$ cat config.mk
export PLATFORM = sky130hd
export DESIGN_NAME = register_dump_reader
export DESIGN_NICKNAME = d
export VERILOG_FILES = /design/src/rtl/register_dump_reader.sv
export SDC_FILE = /design/constraint.sdc
export NUM_CORES = 1
export LEC_CHECK = 0
export ABC_AREA = 1
export CORE_UTILIZATION = 55
export CTS_CLUSTER_SIZE = 14
export DETAILED_ROUTE_END_ITERATION = 7
export DONT_BUFFER_PORTS = 1
export PLACE_DENSITY = 0.7
export SETUP_SLACK_MARGIN = 0.2
export SYNTH_ARGS = -nofsm -noshare
export SYNTH_HDL_FRONTEND = slang
export SYNTH_SLANG_ARGS = --single-unit
$ cat constraint.sdc
create_clock -name CLK -period 2.9 [get_ports CLK]
set_input_delay 0.435 -clock CLK [delete_from_list [all_inputs] [get_ports CLK]]
set_output_delay 0.435 -clock CLK [all_outputs]
set_load 0.01 [all_outputs]
$ cat src/rtl/register_dump_reader.sv
// Debug reader that walks the register file two registers at a time and
// streams every word out over a valid/ready handshake, tagged with its index.
module register_dump_reader #(
  parameter int DATA_W = 32,
  parameter int ADDR_W = 5
) (
  input  logic              CLK,
  input  logic              RST,
  input  logic              Start,
  output logic              Busy,
  output logic              Done,
  output logic [ADDR_W-1:0] ReadReg1,
  output logic [ADDR_W-1:0] ReadReg2,
  input  logic [DATA_W-1:0] ReadData1,
  input  logic [DATA_W-1:0] ReadData2,
  output logic              OutValid,
  input  logic              OutReady,
  output logic [ADDR_W-1:0] OutIndex,
  output logic [DATA_W-1:0] OutData
);

  typedef enum logic [2:0] {IDLE, FETCH, SEND_LO, SEND_HI, DONE} stateT;

  stateT             state, nextState;
  logic [ADDR_W-2:0] pair, pairNext;
  logic [DATA_W-1:0] bufLo, bufHi;
  logic              lastPair;

  assign lastPair = &pair;

  // Buffers are loaded only on the FETCH edge, so later register-file writes
  // cannot change a pair that is already waiting to be sent.
  always_ff @(posedge CLK or posedge RST) begin
    if (RST) begin
      state <= IDLE;
      pair  <= '0;
      bufLo <= '0;
      bufHi <= '0;
    end else begin
      state <= nextState;
      pair  <= pairNext;
      if (state == FETCH) begin
        bufLo <= ReadData1;
        bufHi <= ReadData2;
      end
    end
  end

  always_comb begin
    nextState = state;
    pairNext  = pair;
    case (state)
      IDLE: begin
        if (Start) begin
          pairNext  = '0;
          nextState = FETCH;
        end
      end
      FETCH:   nextState = SEND_LO;
      SEND_LO: begin
        if (OutReady) nextState = SEND_HI;
      end
      SEND_HI: begin
        if (OutReady) begin
          if (lastPair) begin
            nextState = DONE;
          end else begin
            pairNext  = pair + 1'b1;
            nextState = FETCH;
          end
        end
      end
      DONE:    nextState = IDLE;
      default: nextState = IDLE;
    endcase
  end

  assign ReadReg1 = {pair, 1'b0};
  assign ReadReg2 = {pair, 1'b1};
  assign Busy     = (state != IDLE);
  assign Done     = (state == DONE);

  // Output word depends only on registered state, never on OutReady.
  always_comb begin
    OutValid = 1'b0;
    OutIndex = '0;
    OutData  = '0;
    case (state)
      SEND_LO: begin
        OutValid = 1'b1;
        OutIndex = {pair, 1'b0};
        OutData  = bufLo;
      end
      SEND_HI: begin
        OutValid = 1'b1;
        OutIndex = {pair, 1'b1};
        OutData  = bufHi;
      end
      default: begin
        OutValid = 1'b0;
      end
    endcase
  end

endmodule

# == After elaboration in Yosys (flattened, before gate mapping) ==
# Cells that the tools add are included.
# word_totals
regBits,71
inputBits,68
output_inout_bits,50
wordCells,32
# op_classes
add_sub_neg,1
n_eq_ne,8
n_mux,12
n_reduce_logical,7
# op_table
operator,count
case mux 32 bit (2 select lines),1
2-to-1 mux 3 bit,4
2-to-1 mux 4 bit,3
case mux 3 bit (4 select lines),1
case mux 5 bit (2 select lines),1
!= test 2 bit (second input constant),4
case mux 4 bit (2 select lines),1
AND reduction 4 bit,2
equality test 3 x 2 -> 1 bit (second input constant),2
adder 4 x 1 -> 4 bit (second input constant),1
equality test 3 x 1 -> 1 bit (second input constant),1
equality test 3 bit (second input constant),1
zero test 3 bit,1
AND reduction 3 bit,1
nonzero test 3 bit,1
nonzero test 2 bit,1
OR reduction 2 bit,1
2-to-1 mux 1 bit,1

# == Longest topological paths before layout ==
# Gate-level depths: netlist of the first run.
# depth
word_depth,4
mapped_depth,9
mapped_depth_nobuf,9

# == Worst setup path after synthesis of the first run ==
# OpenSTA, ideal clock, no wires.
# synth_timing
path_type,register to output
startpoint,register state[1]
endpoint,output OutData[2]
arrival_time_ns,1.108
required_time_ns,2.465
path_slack_ns,1.357
path_stages_with_launch,6
path_buffers,1
path_cell_list,dfrtp_1 -> inv_1 -> nor2_1 -> nand2_1 -> buf_2 -> o21ai_0
# synth_between
elab_chain_cells,2
elab_cells_between_ends,3
classes_between,2 x eq/ne; 1 x mux
# synth_rtl
item,line,rtl
from (decl),24,"stateT state, nextState;"
from (signal assigned),40,state <= nextState;
equality test 3 x 2 -> 1 bit,88,case (state)
case mux 32 bit (2 select lines) (*),88,
to (decl),19,output logic [DATA_W-1:0] OutData
# Every way passes the cells marked *; elsewhere a longest branch is shown, timed or not.

# == Worst setup path after layout of the first run ==
# layout_timing
startpoint,register state[1]
endpoint,output OutData[16]
# Same word-level chain as after synthesis.

==> out/qor.yml, run 1 <==
outcome: "completed"
crit_path_start: "state[1]"
slew_headroom_pct: 47.7
required_ns: 2.47
dp_hpwl_um: 4350
root_buffer: "clkbuf_8"
postSynth.asyncResetShare_pct: 100
setup_viol: 0
critPathTopFamily: "buffers and inverters"
final_max_slew_viol_count: 0
synth_seq_cells: 71
post_cts_buffers: 0
drt-vias-per-instance: 5.31
vias: 2388
drt_iter0_drc: 104
grt_pass1_vias: 2369
ios: 118
clk_path_buf_depth: 2
cts_resized: 0
synth_common_cells: "dfrtp_1, inv_1, nor2_1"
postSynthAreaPerCell_um2: 8.44
gp_congestion: 0.759
worst-path-max-fanout: 26
clock_skew_ns: 0.00712
grt-ovfl-total: 0
grt_max_degree: 76
irDropWorstVdd_uv: 569
synth.distinct_cells: 22
ys_seq_area_share_pct: 55.1
grt_pass1_wl_um: 10300
place_ws_ns: 0.971
yosysWarnings: 0
setup.worst_path.end_class: "primary output"
startpoint_type: "register"
crit_chain: "inv_1 > nor2_1 > nand2_1 > buf_4 > o22ai_1"
initial_core_util_pct: 57.8
yosys.cell_count.top_type: "dfrtp_1"
tns_ns: 0
hold_buffers: 0
syn2layout_area_growth_pct: 6.72
synthTopCellsByArea: "dfrtp_1, a21oi_1, inv_1"
port_buffers: 0
p_clk_share_pct: 18.4
p_int_mw: 2.42
yosysTopAreaCell: "dfrtp_1"
firstDrtPassIters: 4
period_share_pct: 77.4
clk_latency_ns: 0.33
max-cap-violations: 0
hold_violations: 0
cp_slowest_cell: "dfrtp_1"
setup_ws_ns: 0.655
critPathBufInv: 2
die_w_um: 78.6
cts_tree: "yes"
drive_gt1_share_pct: 7.41
dieArea_um2: 6170
p_seq_share_pct: 38.8
synthDominantCellAreaShare_pct: 55.1
crit_path_max_incr_delay_ns: 0.41
cts_htree_levels: 3
routed_wl_um: 6350
cts.clk_slew.worst_paths_ns: 0.07
synth_nets: 451
num_antenna_cells: 0
synth-edff-count: 0
synthCells: 382
drt-wirelength-per-cell_um: 14.1
netlist_area_um2: 3220
rsz0062_at_grt: "false"
antenna_found_initial: 0
ys.flop_type: "dfrtp_1"
p_comb_share_pct: 42.8
hp-class: "primary input to async pin"
die-height_um: 78.6
path_class: "register to primary output"
sw_frac_of_total_pct: 42.1
core-area_um2: 5570
track_usage_pct: 22.2
power.density_nw_per_um2: 1220
period_needed_ns: 2.24
drc: 0
final_antenna_net_count: 0
cp.arrival_ns: 1.81
power_leakage_nw: 1.78
final_nets: 442
tightest_slew_ns: 0.785
rr_startpoint: "state[2]"
core.rowCount: 27
fmax_mhz: 446
cts_buffers: 9
p_switching_mw: 1.76
cts.sinks: 71
cells in the final DEF (no fill, tap or decap), drive strengths merged:
master / netlist / layout
a21oi: 59 / 59
buf: 18 / 5
bufinv: 0 / 1
clkbuf: 7 / 12
clkinv: 0 / 3
conb: 2 / 2
dfrtp: 71 / 71
ha: 1 / 1
inv: 71 / 71
mux2: 5 / 5
nand2: 31 / 31
nand3: 10 / 10
nand3b: 1 / 1
nand4: 1 / 1
nor2: 70 / 70
nor3: 3 / 3
o21ai: 5 / 5
o22ai: 27 / 27
power groups by stage:
stage	registers (mW)	clock network, mW	logic, mW
after detailed placement	1.64	0	1.81
after global placement	1.62	0	1.76
after global routing	1.68	0.821	2.03
after floorplan	1.59	0	1.52
final	1.62	0.769	1.79
after CTS	1.62	0.789	1.81
routing by layer:
metal	share of wire, %	GRT usage (%)	up-vias	wire [um]
li1	-	-	1185	-
met1	44	26.7	1104	2800
met2	46	35.0	82	2950
met3	6.4	6.28	17	404
met4	3.0	13.9	0	193
met5	0	0	-	0
sequential cells by signal, indices dropped and copies added (netlist names):
name,cells
bufHi,32
bufLo,32
pair,4
state,3
final timing paths:
path	endpoint	slack, ns	cells past startpoint
worst min register to register	bufHi[0]	0.50	1
worst min-delay path	bufHi[18]	0.09	1
worst max-delay path	OutData[16]	0.66	5
worst max register to register	bufLo[8]	0.96	5
max in group asynchronous	bufLo[28]	2.17	2
min in group CLK	bufHi[31]	0.23	1
final cells by class:
type | instances | area [um2]
clock buffer | 12 | 145
clock inverter | 4 | 45.0
fill | 501 | 2130
inverter | 71 | 267
multi-input combinational | 215 | 1050
sequential | 71 | 1780
tap | 72 | 90.1
timing repair buffer | 5 | 62.6
metrics by stage:
step | area [um2] | total power, mW | utilization [%] | cells | hold WS, ns
after floorplan | 3220 | 3.11 | - | 382 | 0.465
after detailed placement | 3250 | 3.46 | 58.3 | 434 | 0.468
after global placement | 3250 | 3.38 | 58.3 | 434 | 0.462
after global routing | 3440 | 4.53 | 61.7 | 450 | 0.147
after CTS | 3440 | 4.23 | 61.7 | 450 | 0.0974
final | 3440 | 4.18 | 61.7 | 450 | 0.0883
cells by family (layout without fill, tap and decap cells):
kind of cell,after synthesis,count (layout),synth area share (%)
other,2,2,0.233
and+or+nand+nor,116,116,14.9
muxes,5,5,1.75
DFF,71,71,55.1
buffers and inverters,96,92,12.4
adders and majority gates,1,1,0.388
AOI/OAI and AO/OA,91,91,15.2
(Power assumes the default switching activity.)
==> inputs of run 2 (changes only) <==
==> constraint.sdc (replaced) <==
create_clock -name CLK -period 2.3 [get_ports CLK]
set_input_delay 0.345 -clock CLK [delete_from_list [all_inputs] [get_ports CLK]]
set_output_delay 0.345 -clock CLK [all_outputs]
set_load 0.01 [all_outputs]
==> run 2 against run 1 <==
Net effect:
- power is 37% higher
- non-clock buffer count grew 35
- combinational power grew 60%
- sequential share of layout area is 3.3 points lower
- register-to-register slack lost 0.23 ns
- setup slack lost 0.34 ns
- hold slack better by 0.060 ns
- clock skew down 0.00090 ns
- count of clock-buffer cells in the layout increased by 2
- core utilization rose by 4.3 points
- cell area grew 6.9%
- largest power group unchanged
- highest routed layer unchanged
==> out/qor.yml, run 2 (synthesized netlist as in run 1, its figures left out) <==
cts_htree_levels: 3
p_comb_share_pct: 49.9
cts.clk_slew.worst_paths_ns: 0.06
path_class: "register to primary output"
drc: 0
period_share_pct: 86.2
cts_buffers: 9
power.density_nw_per_um2: 1560
hold_violations: 0
startpoint_type: "register"
dieArea_um2: 6170
clk_latency_ns: 0.33
setup.worst_path.end_class: "primary output"
place_area_um2: 3510
irDropWorstVdd_uv: 847
layout_common_cells: "dfrtp_1, nor2_1, inv_1"
grt_max_degree: 64
final_cell_area_um2: 3680
p_seq_share_pct: 35.7
clk_path_buf_depth: 2
drt-vias-per-instance: 5.23
outcome: "completed"
final_antenna_net_count: 0
core-area_um2: 5570
slew_headroom_pct: 57.8
tns_ns: 0
antenna_found_initial: 0
cts_tree: "yes"
required_ns: 1.96
track_usage_pct: 23.4
routed_wl_um: 6680
grt_pass1_wl_um: 11000
period_needed_ns: 1.98
drive_gt1_share_pct: 14.6
worst-path-max-fanout: 20
num-fill-cells: 501
reg_top3: "bufHi x32, bufLo x32, pair x4"
p_clk_share_pct: 14.4
drt-wirelength-per-cell_um: 13.8
cts.sinks: 71
setup_viol: 0
die-height_um: 78.6
vias: 2531
grt_pass1_vias: 2434
p_switching_mw: 2.32
cp.arrival_ns: 1.64
firstDrtPassIters: 4
syn2layout_area_growth_pct: 14.1
port_buffers: 0
die_w_um: 78.6
num_antenna_cells: 0
dp_hpwl_um: 4580
p_int_mw: 3.42
power_leakage_nw: 1.93
root_buffer: "clkbuf_8"
sw_frac_of_total_pct: 40.5
final_max_slew_viol_count: 0
rsz0062_at_grt: "false"
core.rowCount: 27
post_cts_buffers: 0
max-cap-violations: 0
total_power_mw: 5.74
grt-ovfl-total: 0
fmax_mhz: 504
final_common_cell: "dfrtp_1"
ios: 118
gp_congestion: 0.763
drt_iter0_drc: 97
initial_core_util_pct: 57.8
tightest_slew_ns: 0.632
final_nets: 477
clock_skew_ns: 0.00622
hp-class: "primary input to register"
## run 2: changes by cell type in the layout (fill, tap and decap cells not counted)
cell / before / now
buf_4: 3 / 37
dfrtp_2: 0 / 1
clkinv_2: 3 / 1
clkbuf_1: 2 / 4
inv_2: 3 / 2
clkinvlp_4: 0 / 1
dfrtp_1: 71 / 70
bufinv_16: 1 / 0
dlygate4sd3_1: 0 / 1
## run 2: cell type report
cell class	instances	area, um2	share of cell area, %
Multi-Input combinational cell	215	1050	28.6
Inverter	71	270	7.35
Clock inverter	1	5.00	0.136
Sequential cell	71	1780	48.3
Timing Repair Buffer	40	328	8.91
Tap cell	72	90.1	2.45
Clock buffer	14	153	4.15
## run 2: timing repair
action	4_1_cts	5_1_grt
hold endpoints to repair	27	0
gates resized for setup	0	1
setup endpoints to repair	0	3
hold buffers	1	0
## run 2: routing by layer
layer | wire (um) | track usage [%]
met2 | 3070 | 36.9
met1 | 3030 | 29.5
met4 | 65 | 9.07
met3 | 511 | 8.14
met5 | 0 | 0
## run 2: path summary, 6_finish.rpt
path | end | depth (start not counted) | start | slack [ns]
max | OutData[0] | 6 | state[1] | 0.32
min | bufHi[0] | 1 | ReadData2[0] | 0.15
max reg2reg | bufHi[17] | 5 | state[1] | 0.73
min reg2reg | bufHi[0] | 1 | bufHi[0] | 0.49
max in group asynchronous | pair[0] | 3 | RST | 1.11
min in group asynchronous | bufLo[26] | 2 | RST | 0.58
## run 2: worst max-delay path: stages, from the launching register on
cell and delay, ns:
dfrtp_2 0.44, inv_1 0.16, nor2_1 0.06, nand2_1 0.09, buf_4 0.27, o21ai_0 0.13
buf_4 0.15
## run 2: power groups by stage
| stage | combinational (mW) | clock, mW | sequential [mW] |
|---|---|---|---|
| floorplan | 1.92 | 0 | 2.01 |
| global placement | 2.78 | 0 | 2.04 |
| detailed placement | 2.87 | 0 | 2.07 |
| CTS | 2.88 | 0.850 | 2.05 |
| global route | 3.19 | 0.898 | 2.11 |
| finish | 2.86 | 0.828 | 2.05 |
## run 2: through the flow
stage | instances | util (%) | setup slack (ns) | hold WS (ns)
5_1_grt | 484 | 66.0 | 0.216 | 0.136
3_5_place_dp | 468 | 62.9 | 0.675 | 0.320
6_report | 484 | 66.0 | 0.317 | 0.148
4_1_cts | 484 | 65.9 | 0.304 | 0.140
2_1_floorplan | 382 | - | 0.847 | 0.465
3_3_place_gp | 468 | 62.9 | 0.740 | 0.326
==> inputs of run 3 (changes only) <==
--- a/config.mk
+++ b/config.mk
@@ -7,10 +7,11 @@
 export LEC_CHECK = 0
 export ABC_AREA = 1
 export CORE_UTILIZATION = 55
-export CTS_CLUSTER_SIZE = 14
+export CTS_CLUSTER_SIZE = 25
 export DETAILED_ROUTE_END_ITERATION = 7
 export DONT_BUFFER_PORTS = 1
-export PLACE_DENSITY = 0.7
+export PLACE_DENSITY_LB_ADDON = 0.3
+export REMOVE_ABC_BUFFERS = 1
 export SETUP_SLACK_MARGIN = 0.2
 export SYNTH_ARGS = -nofsm -noshare
 export SYNTH_HDL_FRONTEND = slang
==> run 3 against run 2 <==
Net effect:
- clock skew about the same
- die area unchanged
- critical path depth stayed put
- core utilization is the same
==> out/qor.yml, run 3 (synthesized netlist as in run 1, its figures left out) <==
place_area_um2: 3500
cts_tree: "yes"
reg_top3: "bufHi x32, bufLo x32, pair x4"
drive_gt1_share_pct: 14.2
r2r_slack_ns: 0.78
rr_endpoint: "pair[2]"
fmax_mhz: 512
grt_max_degree: 63
dp.cells: 467
num-fill-cells: 505
gp_congestion: 0.812
grt-ovfl-total: 0
tightest_slew_ns: 0.623
power.density_nw_per_um2: 1570
die-height_um: 78.6
cts_buffers: 9
port_buffers: 0
root_buffer: "clkbuf_8"
instances_no_fill: 481
core.rowCount: 27
rsz0062_at_grt: "false"
cts.sinks: 71
grt_pass1_wl_um: 10500
startpoint_type: "register"
final_max_slew_viol_count: 0
die_w_um: 78.6
setup_ws_ns: 0.346
clk_path_buf_depth: 2
syn2layout_area_growth_pct: 14.1
final_common_cell: "dfrtp_1"
clk_latency_ns: 0.33
antenna_found_initial: 0
setup.worst_path.end_class: "primary output"
crit_path_start: "state[1]"
drt-vias-per-instance: 5.17
setup_viol: 0
vias: 2487
num_antenna_cells: 0
slew_headroom_pct: 58.4
track_usage_pct: 22.4
final_antenna_net_count: 0
outcome: "completed"
hold_violations: 0
worst-path-max-fanout: 34
dp_hpwl_um: 4440
grt_pass1_vias: 2404
final_cell_area_um2: 3680
core-area_um2: 5570
drc: 0
ios: 118
clock_skew_ns: 0.00639
path_class: "register to primary output"
cts.clk_slew.worst_paths_ns: 0.07
crit_end: "OutData[9]"
min_path_cells: 1
irDropWorstVdd_uv: 933
period_share_pct: 85.0
place_ws_ns: 0.637
initial_core_util_pct: 57.8
max-cap-violations: 0
cp.arrival_ns: 1.61
rr_startpoint: "pair[0]"
required_ns: 1.96
cts_htree_levels: 3
period_needed_ns: 1.95
routed_wl_um: 6400
power_leakage_nw: 1.94
ff2ff_path_depth: 9
tns_ns: 0
hp-class: "primary input to register"
firstDrtPassIters: 4
layout_common_cells: "dfrtp_1, nor2_1, inv_1"
final_nets: 476
dieArea_um2: 6170
drt-wirelength-per-cell_um: 13.3
drt_iter0_drc: 180
fin_hold_ws_ns: 0.142
[run 3: worst max-delay path, cell delays in order (launching register included)]
cell and delay (ns):
dfrtp_1 0.42, inv_1 0.14, nor2_1 0.05, nand2_1 0.07, buf_6 0.27, o22ai_1 0.14, buf_4 0.17
[run 3: metal layers]
| layer | track usage, % | part of all wire (%) |
|---|---|---|
| met5 | 0 | 0 |
| met4 | 7.78 | 1.3 |
| met3 | 7.09 | 7.1 |
| met2 | 37.7 | 48 |
| met1 | 27.0 | 44 |
[run 3: area by class of cell]
class,count,area (um2),share of cell area [%]
multi-input cells,215,1050,28.6
repair buffers,39,324,8.81
clock buffers,11,131,3.57
well taps,72,90.1,2.45
flip-flops and latches,71,1780,48.3
clock inverters,2,35.0,0.953
inverters,71,267,7.25
[run 3: report_power, final]
| part | internal [mW] | switching (mW) | leakage [nW] |
|---|---|---|---|
| Combinational | 1.16 | 1.69 | 1.06 |
| Sequential | 1.83 | 0.210 | 0.797 |
| Clock | 0.482 | 0.404 | 0.0851 |
[run 3: worst min path at each step]
| stage | startpoint | end | slack [ns] |
|---|---|---|---|
| final | ReadData2[31] | bufHi[31] | 0.14 |
| after detailed placement | RST | bufLo[16] | 0.35 |
| after global routing | ReadData2[1] | bufHi[1] | 0.13 |
| after floorplan | bufHi[0] | bufHi[0] | 0.46 |
| after global placement | RST | bufLo[16] | 0.34 |
| after CTS | ReadData2[31] | bufHi[31] | 0.13 |
[run 3: per-stage QoR]
stage / power, mW / utilization, %
CTS: 5.82 / 65.9
global placement: 4.80 / 62.7
detailed placement: 4.92 / 62.7
floorplan: 3.83 / -
global route: 6.22 / 66.0
finish: 5.77 / 66.0
[run 3: timing repair]
| action | 4_1_cts | 5_1_grt |
|---|---|---|
| hold buffers | 1 | 0 |
| buffers inserted | 0 | 0 |
| resized for setup | 0 | 2 |
| endpoints found under the setup margin | 0 | 32 |
| hold endpoints to repair | 29 | 0 |
